<file path="src/rtl/multicycle_adder.sv">
// multicycle_adder: adds or subtracts WIDTH-bit operands CHUNK bits per cycle
// behind a valid/ready handshake, reporting carry, signed overflow and zero.
module multicycle_adder #(
   parameter int WIDTH = 16,
   parameter int CHUNK = 4
) (
   input  logic             clk,
   input  logic             rst,
   input  logic             in_valid,
   output logic             in_ready,
   input  logic [WIDTH-1:0] A,
   input  logic [WIDTH-1:0] B,
   input  logic             Cin,
   input  logic             sub,
   output logic             out_valid,
   input  logic             out_ready,
   output logic [WIDTH-1:0] S,
   output logic             Cout,
   output logic             Ofl,
   output logic             Zero
);
   localparam int N = WIDTH / CHUNK;
   localparam int IW = N > 1 ? $clog2(N) : 1;
   localparam logic [IW-1:0] LAST = IW'(N - 1);
   typedef enum logic [1:0] {IDLE, CALC, DONE} state_t;
   state_t state, state_n;
   logic [WIDTH-1:0] a_r, b_r, s_n;
   logic [IW-1:0] idx;
   logic carry, last;
   logic [CHUNK:0] csum;
   assign in_ready = state == IDLE;
   assign out_valid = state == DONE;
   assign last = idx == LAST;
   always_comb begin
      csum = {1'b0, a_r[idx*CHUNK +: CHUNK]} + {1'b0, b_r[idx*CHUNK +: CHUNK]} + {{CHUNK{1'b0}}, carry};
      s_n = S;
      s_n[idx*CHUNK +: CHUNK] = csum[CHUNK-1:0];
   end
   always_comb begin
      state_n = state;
      if (state == IDLE && in_valid) state_n = CALC;
      else if (state == CALC && last) state_n = DONE;
      else if (state == DONE && out_ready) state_n = IDLE;
   end
   always_ff @(posedge clk)
      if (rst) state <= IDLE;
      else state <= state_n;
   // Subtraction is folded into the latch: B is inverted and the carry seeds the +1.
   always_ff @(posedge clk)
      if (rst) begin
         S <= '0;
         Cout <= 1'b0;
         Ofl <= 1'b0;
         Zero <= 1'b0;
         idx <= '0;
         carry <= 1'b0;
         a_r <= '0;
         b_r <= '0;
      end else if (state == IDLE && in_valid) begin
         a_r <= A;
         b_r <= B ^ {WIDTH{sub}};
         carry <= sub | Cin;
         idx <= '0;
      end else if (state == CALC) begin
         S <= s_n;
         carry <= csum[CHUNK];
         idx <= idx + 1'b1;
         if (last) begin
            Cout <= csum[CHUNK];
            Ofl <= (a_r[WIDTH-1] == b_r[WIDTH-1]) && (s_n[WIDTH-1] != a_r[WIDTH-1]);
            Zero <= ~|s_n;
         end
      end
endmodule

</file>
<file path="config.mk">
export PLATFORM = sky130hd
export DESIGN_NAME = multicycle_adder
export DESIGN_NICKNAME = d
export VERILOG_FILES = /design/src/rtl/multicycle_adder.sv
export SDC_FILE = /design/constraint.sdc
export NUM_CORES = 1
export LEC_CHECK = 0
export ABC_AREA = 1
export BUFFER_PORTS_ARGS = -buffer_cell sky130_fd_sc_hd__buf_2
export CORE_MARGIN = 8
export CORE_UTILIZATION = 34
export CTS_CLUSTER_DIAMETER = 120
export DETAILED_ROUTE_END_ITERATION = 8
export GPL_TIMING_DRIVEN = 0
export PLACE_DENSITY = 0.59
export SYNTH_ARGS = -nofsm -noshare
export SYNTH_HDL_FRONTEND = slang
export SYNTH_SLANG_ARGS = --single-unit
</file>
<file path="constraint.sdc">
create_clock -name clk -period 6.5 [get_ports clk]
set_input_delay 0.65 -clock clk [delete_from_list [all_inputs] [get_ports clk]]
set_output_delay 0.65 -clock clk [all_outputs]
set_load 0.01 [all_outputs]
</file>
==> impl_metrics.py, run 1 <==
metrics = {
    "global_route": {
        "grt_pass1_vias": 2774,
        "grt_util_all_layers_pct": 13.1,
        "grt_max_degree": 18,
        "grt_first_pass_wirelength_um": 12600,
        "antenna_found_initial": 0,
        "overflow": 0,
    },
    "timing": {
        "fin_skew_ns": 0.00986,
        "rsz0062_at_grt": "no",
        "worstMarginPinSlew_ns": 0.567,
        "drv_slew": 0,
        "fin_setup_tns_ns": 0,
        "setup_ws_ns": 3.30,
        "hold_violations": 0,
        "min_period_ns": 3.20,
        "slew_headroom_pct": 62.2,
        "setup_viol": 0,
        "fmax_mhz": 312,
        "fin_crit_sh_pct": 49.3,
    },
    "die": {
        "num_rows": 33,
        "design.portCount": 59,
        "chipHeight_um": 108,
        "die_w_um": 108,
        "start_util_pct": 35.1,
        "core_area_um2": 8220,
        "fp.dieArea_um2": 11700,
    },
    "power_and_ir_drop": {
        "p_clk_share_pct": 25.3,
        "powerDensity_nw_per_um2": 222,
        "seqPwrFrac_pct": 51.1,
        "power.share.combinational_pct": 23.5,
        "swShare_pct": 31.9,
        "p_switching_uw": 241,
        "intPower_uw": 514,
        "ir_worst_vdd_mv": 0.0997,
        "leakage_uw": 0.00160,
    },
    "setup_path": {
        "worstSetupPathType": "flip-flop to flip-flop",
        "required_ns": 6.75,
        "rrSetupSlack_ns": 3.30,
        "path_max_fanout": 12,
        "endpoint_kind": "flip-flop",
        "critPathArrivalTime_ns": 3.46,
        "cp-start-kind": "flip-flop",
    },
    "clock_tree": {
        "cts_hold_buf": 0,
        "clk_pin_slew_ns": 0.10,
        "post_cts_buffers": 0,
        "insertion_delay_ns": 0.31,
        "clock_sinks": 56,
        "numCtsBuffers": 5,
        "root_buffer": "clkbuf_8",
        "clock_tree.buffer_depth": 2,
        "htreeDepth": 2,
        "post_cts_resized": 0,
        "cts_tree": "yes",
    },
    "placed_design": {
        "gp_congestion": 0.879,
        "placed_cells": 577,
        "dp_hpwl_um": 6000,
        "port-buffer-count": 57,
        "dp_slack_ns": 3.29,
    },
    "synthesis": {
        "ys_ff_latch": 56,
        "synth_cell_type_count": 29,
        "synth_cells": 415,
        "synth_fp_nets": 463,
        "syn_area_um2": 2890,
        "syn_area_per_cell_um2": 6.96,
        "yosysSeqAreaShare_pct": 38.8,
        "yosysWarnings": 0,
    },
    "routing": {
        "vias": 2810,
        "drt_iter0_markers": 151,
        "drt-wirelength-per-cell_um": 13.0,
        "drc": 0,
        "firstDrtPassIters": 4,
        "routed_wl_um": 7590,
        "antenna_left": 0,
        "viasPerCell": 4.80,
    },
    "cells_and_area": {
        "layout_common_cells": "nor2_1, buf_2, nand2_1",
        "nNetsFinal": 527,
        "area_growth_pct": 17.5,
        "final_cells": 585,
        "n_antenna_cell": 0,
        "drive_above_1_share_pct": 17.3,
        "layout_commonest_cell": "nor2_1",
    },
    "min_path": {
        "hold_class": "flip-flop to flip-flop",
    },
    "run": {
        "cap_violations": 0,
    },
    "run_status": {
        "status": "finished clean",
    },
}
## cells in the mapped netlist
cell      count  area share (%)
clkbuf_2      1            0.17
fa_1          2             1.4
a22oi_1       1            0.26
buf_4         1            0.26
a31oi_1       1            0.22
inv_1        42             5.5
a21oi_1      18             3.1
nor2_2        2            0.43
clkbuf_1     10             1.3
nor2_4        1            0.39
buf_1         1            0.13
inv_2         4            0.52
ha_1          8             3.5
o211ai_1      7             1.8
o21ai_1       1            0.17
and2_1        1            0.22
nor3_1        1            0.17
a32oi_1       2            0.61
dfxtp_1      56              39
nand2_1      63             8.2
o21ai_0      53             9.2
nand3_1      30             5.2
nor2_1       72             9.4
nand3b_1      1            0.26
xnor2_1      16             4.9
nand4_1       4            0.87
nand2_2       2            0.43
o22ai_1       7             1.5
buf_2         7             1.2
## metrics by stage
step / cell area, um^2 / utilization [%] / hold slack (ns) / total power (uW)
after floorplan: 2890 / - / 0.448 / 514
after global placement: 3300 / 40.2 / 0.454 / 569
after detailed placement: 3300 / 40.2 / 0.459 / 572
after CTS: 3390 / 41.3 / 0.474 / 763
final: 3390 / 41.3 / 0.470 / 754
after global routing: 3390 / 41.3 / 0.477 / 804
## flip-flops by register name, indices dropped and copies added, names as in the netlist
register and cells:
carry 1, b_r 16, idx 2, Ofl 1, Cout 1, Zero 1, state 2, a_r 16
S 16
## logic make-up (layout without fill, tap and decap cells)
logic type      after synthesis  count (layout)  synth area share (%)
simple gates                177             177                  25.5
compound gates               90              90                  16.9
buf+inv                      66             131                  9.06
flops                        56              56                  38.8
xor+xnor                     16              16                  4.85
fa+ha+maj                    10              10                  4.85
## metal layers
metal,wire [um],GRT usage [%],up-vias
met5,0,0,-
met1,3610,16.5,1263
met3,455,3.33,9
met4,84,3.17,0
li1,-,-,1472
met2,3440,22.0,66
## path summary, 6_finish.rpt
path                              from     to  cells after the start
worst min register to register   S[14]  S[14]                      2
worst max register to register  idx[0]   Zero                     15
worst min-delay path             S[14]  S[14]                      2
worst max-delay path            idx[0]   Zero                     15
## critical path, cell delays in order (launching register included)
cell and delay, ns:
dfxtp_1 0.38, inv_2 0.19, clkbuf_1 0.48, nor2_1 0.10, o22ai_1 0.28, fa_1 0.26
inv_1 0.06, fa_1 0.50, nor2_1 0.10, a21oi_1 0.20, nand2_1 0.08, nor2_1 0.11
nand3_1 0.08, nor2_1 0.09, nand3_1 0.11, a21oi_1 0.13
## cell type report
class,instances,area (um^2)
well taps,105,131
flip-flops and latches,56,1120
clock buffers,5,68.8
repair buffers,57,285
clock inverters,3,18.8
plain buffers,20,88.8
inverters,46,173
fillers,905,4820
multi-input cells,293,1510
## power groups by stage
stage	registers [uW]	clock network [uW]	logic, uW
after floorplan	393	0	122
after CTS	386	198	178
after detailed placement	394	0	177
after global routing	390	211	202
after global placement	394	0	175
final	386	191	177
No activity file was read; power rests on OpenSTA's default activity.
==> inputs of run 2 (changes only) <==
--- a/config.mk
+++ b/config.mk
@@ -12,7 +12,7 @@
 export CTS_CLUSTER_DIAMETER = 120
 export DETAILED_ROUTE_END_ITERATION = 8
 export GPL_TIMING_DRIVEN = 0
-export PLACE_DENSITY = 0.59
+export PLACE_DENSITY = 0.61
 export SYNTH_ARGS = -nofsm -noshare
 export SYNTH_HDL_FRONTEND = slang
 export SYNTH_SLANG_ARGS = --single-unit
==> constraint.sdc (replaced) <==
create_clock -name clk -period 2.75 [get_ports clk]
set_input_delay 0.275 -clock clk [delete_from_list [all_inputs] [get_ports clk]]
set_output_delay 0.275 -clock clk [all_outputs]
set_load 0.01 [all_outputs]
==> impl_metrics.py, run 2 (synthesized netlist as in run 1, its figures left out) <==
metrics = {
    "global_route": {
        "grt_max_degree": 19,
        "overflow": 0,
        "grt_first_pass_wirelength_um": 13400,
        "grt_util_all_layers_pct": 14.0,
        "grt_pass1_vias": 2846,
        "antenna_found_initial": 0,
    },
    "min_path": {
        "hold_class": "input pin to flip-flop",
        "hp-start": "A[2]",
    },
    "cells_and_area": {
        "final_area_um2": 3630,
        "final_util_pct": 44.1,
        "layout_common_cells": "nor2_1, nand2_1, buf_2",
        "nNetsFinal": 537,
        "fill_cells": 849,
        "reg.largest.list": "S x16, a_r x16, b_r x16",
        "area_growth_pct": 25.6,
        "layout_commonest_cell": "nor2_1",
        "n_antenna_cell": 0,
        "drive_above_1_share_pct": 23.1,
    },
    "clock_tree": {
        "cts_hold_buf": 0,
        "clk_pin_slew_ns": 0.11,
        "clock_sinks": 56,
        "cts_tree": "yes",
        "root_buffer": "clkbuf_8",
        "htreeDepth": 2,
        "numCtsBuffers": 5,
        "insertion_delay_ns": 0.32,
        "clock_tree.buffer_depth": 2,
    },
    "routing": {
        "viasPerCell": 4.85,
        "firstDrtPassIters": 5,
        "drt_iter0_markers": 147,
        "antenna_left": 0,
        "routed_wl_um": 8330,
        "vias": 2884,
        "drt-wirelength-per-cell_um": 14.0,
        "drc": 0,
    },
    "timing": {
        "fin_skew_ns": 0.0104,
        "hold_violations": 0,
        "fin_crit_sh_pct": 101,
        "min_period_ns": 2.77,
        "worstMarginPinSlew_ns": 0.473,
        "setup_viol": 1,
        "drv_slew": 0,
        "setup_ws_ns": -0.0216,
        "slew_headroom_pct": 68.5,
        "fin_setup_tns_ns": -0.0216,
        "rsz0062_at_grt": "yes",
        "fmax_mhz": 361,
    },
    "setup_path": {
        "r2r_end": "Zero",
        "worstSetupPathType": "flip-flop to flip-flop",
        "rrSetupSlack_ns": -0.02,
        "critPathMaxStageDelay_ns": 0.38,
        "rr_startpoint": "idx[0]",
        "r2r.worst_path.cells": 17,
        "cp_num_buf_inv": 4,
        "endpoint_kind": "flip-flop",
        "critPathArrivalTime_ns": 2.97,
        "required_ns": 2.95,
        "path_cells": "buf_8 > buf_8 > nor2_1 > o22ai_2 > fa_2 > inv_2 > fa_2 > inv_1 > nand2_1 > nand2_1 > nor2_1 > nand3_1 > and2_1 > nand3_1 > nor2_1 > nand3_1 > a21oi_2",
        "critPathCapture": "Zero",
        "startpoint": "idx[0]",
        "crit_path_top_delay_cell": "dfxtp_4",
        "cp.depth": 17,
        "cp-start-kind": "flip-flop",
        "path_delay_family": "simple AND/OR/NAND/NOR gates",
        "path_max_fanout": 10,
    },
    "die": {
        "fp.dieArea_um2": 11700,
        "chipHeight_um": 108,
        "num_rows": 33,
        "core_area_um2": 8220,
        "die_w_um": 108,
        "design.portCount": 59,
        "start_util_pct": 35.1,
    },
    "run_status": {
        "violations": "negative setup slack",
        "status": "finished, violations left",
    },
    "power_and_ir_drop": {
        "finalPower_uw": 1860,
        "swShare_pct": 33.0,
        "p_clk_share_pct": 25.4,
        "power.share.combinational_pct": 25.5,
        "powerDensity_nw_per_um2": 514,
        "leakage_uw": 0.00168,
        "p_switching_uw": 614,
        "ir_worst_vdd_mv": 0.233,
        "intPower_uw": 1250,
        "seqPwrFrac_pct": 49.1,
    },
    "placed_design": {
        "port-buffer-count": 57,
        "dpl_cell_area_um2": 3300,
        "dp_hpwl_um": 6170,
        "gp_congestion": 0.907,
    },
    "run": {
        "cap_violations": 0,
    },
}
[run 2: worst min-delay path, stage by stage]
cell,delay [ns]
buf_2,0.07
o21ai_0,0.07
nor2_1,0.07
[run 2: area by class of cell]
cell class,count,area (um^2),area share [%]
repair buffers,67,378,10.4
clock inverters,3,21.3,0.586
inverters,46,175,4.83
multi-input cells,293,1590,43.7
clock buffers,5,68.8,1.90
plain buffers,20,139,3.83
well taps,105,131,3.62
flip-flops and latches,56,1130,31.1
[run 2: worst min path at each step]
stage	to	slack (ns)	depth (start not counted)
floorplan	S[10]	0.43	3
global placement	Ofl	0.46	2
detailed placement	S[12]	0.46	2
CTS	a_r[7]	0.21	3
global route	a_r[3]	0.21	3
finish	a_r[2]	0.21	3
[run 2: what timing repair did]
action,in CTS,in global routing
setup endpoints to repair,8,1
pin swaps,6,13
buffers inserted,1,8
gates resized for setup,31,10
cloned,0,1
[run 2: routing by layer]
metal,wire length [um],vias up,GRT usage (%)
li1,-,1496,-
met1,3720,1292,17.6
met2,4020,82,23.5
met3,466,14,3.27
met4,121,0,3.07
met5,0,-,0
[run 2: metrics by stage]
stage | std cells | hold WS (ns) | setup WS (ns)
after floorplan | 415 | 0.431 | 0.164
after global placement | 577 | 0.456 | -0.384
after detailed placement | 577 | 0.458 | -0.402
after CTS | 586 | 0.205 | 0.0101
after global routing | 595 | 0.213 | -0.209
final | 595 | 0.206 | -0.0216
[run 2: power groups by stage]
stage / logic [uW] / registers [uW] / clock network (uW)
3_3_place_gp: 412 / 931 / 0
6_report: 475 / 915 / 473
2_1_floorplan: 287 / 928 / 0
4_1_cts: 450 / 915 / 481
3_5_place_dp: 420 / 933 / 0
5_1_grt: 537 / 924 / 519
==> inputs of run 3 (changes only) <==
--- a/config.mk
+++ b/config.mk
@@ -5,14 +5,14 @@
 export SDC_FILE = /design/constraint.sdc
 export NUM_CORES = 1
 export LEC_CHECK = 0
-export ABC_AREA = 1
-export BUFFER_PORTS_ARGS = -buffer_cell sky130_fd_sc_hd__buf_2
+export BUFFER_PORTS_ARGS = -buffer_cell sky130_fd_sc_hd__buf_4
 export CORE_MARGIN = 8
 export CORE_UTILIZATION = 34
 export CTS_CLUSTER_DIAMETER = 120
 export DETAILED_ROUTE_END_ITERATION = 8
 export GPL_TIMING_DRIVEN = 0
 export PLACE_DENSITY = 0.61
+export SLEW_MARGIN = 20
 export SYNTH_ARGS = -nofsm -noshare
 export SYNTH_HDL_FRONTEND = slang
 export SYNTH_SLANG_ARGS = --single-unit
==> impl_metrics.py, run 3 <==
metrics = {
    "cells_and_area": {
        "layout_commonest_cell": "buf_4",
        "n_antenna_cell": 0,
        "final_area_um2": 3470,
        "final_cells": 466,
        "area_growth_pct": 27.3,
        "fill_cells": 817,
        "multi_input_area_um2": 1530,
        "layout_common_cells": "buf_4, dfxtp_1, nand2_1",
        "register_area_um2": 1120,
        "reg.largest.list": "S x16, a_r x16, b_r x16",
        "drive_above_1_share_pct": 26.1,
        "nNetsFinal": 411,
    },
    "power_and_ir_drop": {
        "powerDensity_nw_per_um2": 527,
        "power.share.combinational_pct": 21.2,
        "leakage_uw": 0.00134,
        "ir_worst_vdd_mv": 0.283,
        "p_switching_uw": 505,
        "swShare_pct": 27.6,
        "seqPwrFrac_pct": 48.3,
        "intPower_uw": 1320,
        "p_clk_share_pct": 30.5,
    },
    "synthesis": {
        "synth_top_area_share_pct": 41.1,
        "ys_ff_latch": 56,
        "synth-simple-area-share_pct": 21.0,
        "synthAdderAreaFrac_pct": 5.14,
        "synth_xor_area_share_pct": 5.46,
        "ys.flop_type": "dfxtp_1",
        "ys_top_cells_by_count": "dfxtp_1, nand2_1, nor2_1",
        "synth_cell_type_count": 43,
        "synth_fp_nets": 345,
        "yosysTopAreaCell": "dfxtp_1",
        "yosysWarnings": 0,
        "async_reset_ff_share_pct": 0,
        "synth_edf_count": 0,
        "yosysSeqAreaShare_pct": 41.1,
        "synth_most_common_cell": "dfxtp_1",
        "synth_compound_gate_area_share_pct": 16.2,
        "yosys-mux-area-fraction_pct": 6.97,
        "synth_cells": 297,
        "syn_area_per_cell_um2": 9.19,
        "syn_area_um2": 2730,
        "netlist_top_cells_area": "dfxtp_1, mux4_2, nand2_1",
        "synth_top_family_by_area": "simple AND/OR/NAND/NOR gates",
    },
    "die": {
        "chipHeight_um": 106,
        "design.portCount": 59,
        "fp.dieArea_um2": 11100,
        "core_area_um2": 7770,
        "start_util_pct": 35.1,
        "die_w_um": 106,
        "num_rows": 32,
    },
    "clock_tree": {
        "insertion_delay_ns": 0.32,
        "root_buffer": "clkbuf_8",
        "clock_tree.buffer_depth": 2,
        "htreeDepth": 2,
        "clock_sinks": 56,
        "numCtsBuffers": 5,
        "cts_tree": "yes",
        "clk_pin_slew_ns": 0.11,
    },
    "timing": {
        "min_period_ns": 2.68,
        "setup_viol": 0,
        "fin_crit_sh_pct": 97.3,
        "drv_slew": 0,
        "hold_violations": 0,
        "slew_headroom_pct": 59.4,
        "worstMarginPinSlew_ns": 0.609,
        "fin_skew_ns": 0.00740,
        "fmax_mhz": 374,
    },
    "setup_path": {
        "critPathArrivalTime_ns": 2.87,
        "required_ns": 2.95,
        "path_max_fanout": 10,
        "startpoint": "idx[0]",
        "path_cells": "buf_8 > buf_12 > mux4_2 > fa_2 > inv_1 > fa_2 > nor3b_1 > o2111ai_1 > o211ai_1",
        "worstSetupPathType": "flip-flop to flip-flop",
        "rr_startpoint": "idx[0]",
        "crit_path_top_delay_cell": "mux4_2",
        "cp-start-kind": "flip-flop",
        "path_delay_family": "adder cells",
        "critPathMaxStageDelay_ns": 0.54,
        "cp_common_cell": "fa_2",
        "endpoint_kind": "flip-flop",
        "cp_num_buf_inv": 3,
    },
    "placed_design": {
        "dp_hpwl_um": 5580,
        "placed_cells": 456,
        "port-buffer-count": 57,
        "gp_congestion": 0.800,
        "dpl_cell_area_um2": 3280,
    },
    "global_route": {
        "antenna_found_initial": 0,
        "grt_pass1_vias": 2457,
        "grt_max_degree": 18,
        "grt_first_pass_wirelength_um": 12200,
        "grt_util_all_layers_pct": 13.4,
        "overflow": 0,
    },
    "routing": {
        "drc": 0,
        "top_layer_used": "met4",
        "routed_wl_um": 7270,
        "vias": 2367,
        "wl_met1_um": 3370,
        "drt_iter0_markers": 84,
        "wl_met2_um": 3450,
        "firstDrtPassIters": 4,
        "viasPerCell": 5.08,
        "drt-wirelength-per-cell_um": 15.6,
        "antenna_left": 0,
        "dr_wl_met3_um": 378,
    },
    "run_status": {
        "status": "finished clean",
    },
    "run": {
        "cap_violations": 0,
    },
    "min_path": {
        "hold_class": "input pin to flip-flop",
        "hp-start": "A[11]",
    },
}
[run 3: cell types whose count changed after synthesis, sizes merged, moves of 5 or more]
cell,before,now
a211oi,0,17
a21oi,18,26
a22oi,1,8
inv,46,6
mux4,0,8
nand2,65,42
nand3,30,1
nor2,75,33
nor3,1,6
o211ai,7,1
o21ai,54,4
o22ai,7,1
or3,0,7
[run 3: what timing repair did]
| item | 4_1_cts | 5_1_grt |
|---|---|---|
| hold buffers | 0 | 0 |
| endpoints found under the setup margin | 16 | 7 |
| cloned | 0 | 0 |
| gates resized for setup | 10 | 7 |
| hold endpoints to repair | 0 | 0 |
| pin swaps | 1 | 1 |
| buffers inserted | 2 | 0 |
[run 3: per-layer routing]
layer  up-vias  global-route usage, %
met2        69                   22.2
met1      1111                   16.7
met5         -                      0
li1       1180                      -
met3         7                   4.14
met4         0                   3.32
[run 3: tightest hold or removal path, cell delays in order]
cell	delay, ns
buf_4	0.11
nand2_1	0.05
a21oi_1	0.05
[run 3: power by group through the flow]
stage               Sequential, uW  Clock (uW)  Combinational, uW
floorplan                      896           0                235
global placement               901           0                352
detailed placement             903           0                358
CTS                            885         562                376
global route                   890         602                427
finish                         884         558                387
[run 3: logic make-up after synthesis]
kind of cell               after synthesis
and+or+nand+nor                        112
AOI/OAI and AO/OA                       68
DFF                                     56
buffers and inverters                   25
xor gates and xnor gates                17
adders and majority gates               10
muxes                                    9
[run 3: cell type report]
type,instances,share of cell area (%)
Multi-Input combinational cell,216,44.0
Sequential cell,56,32.4
Timing Repair Buffer,59,12.8
Tap cell,102,3.67
Buffer,19,3.31
Clock buffer,6,2.09
Clock inverter,2,1.12
Inverter,6,0.648
[run 3: worst paths after layout]
path / endpoint / slack (ns) / cells after the start
setup / recovery: Zero / 0.07 / 9
hold / removal: a_r[11] / 0.19 / 3
setup reg to reg: Zero / 0.07 / 9
hold reg to reg: a_r[2] / 0.46 / 2
[run 3: through the flow]
stage	setup WS (ns)	TNS [ns]	hold WS (ns)	total power, uW	util (%)
after floorplan	0.0565	0	0.411	1130	-
after global placement	-0.428	-2.59	0.441	1250	42.3
after detailed placement	-0.488	-3.24	0.445	1260	42.3
after CTS	0.00624	0	0.188	1820	44.3
after global routing	-0.00945	-0.00945	0.185	1920	44.7
final	0.0734	0	0.189	1830	44.7
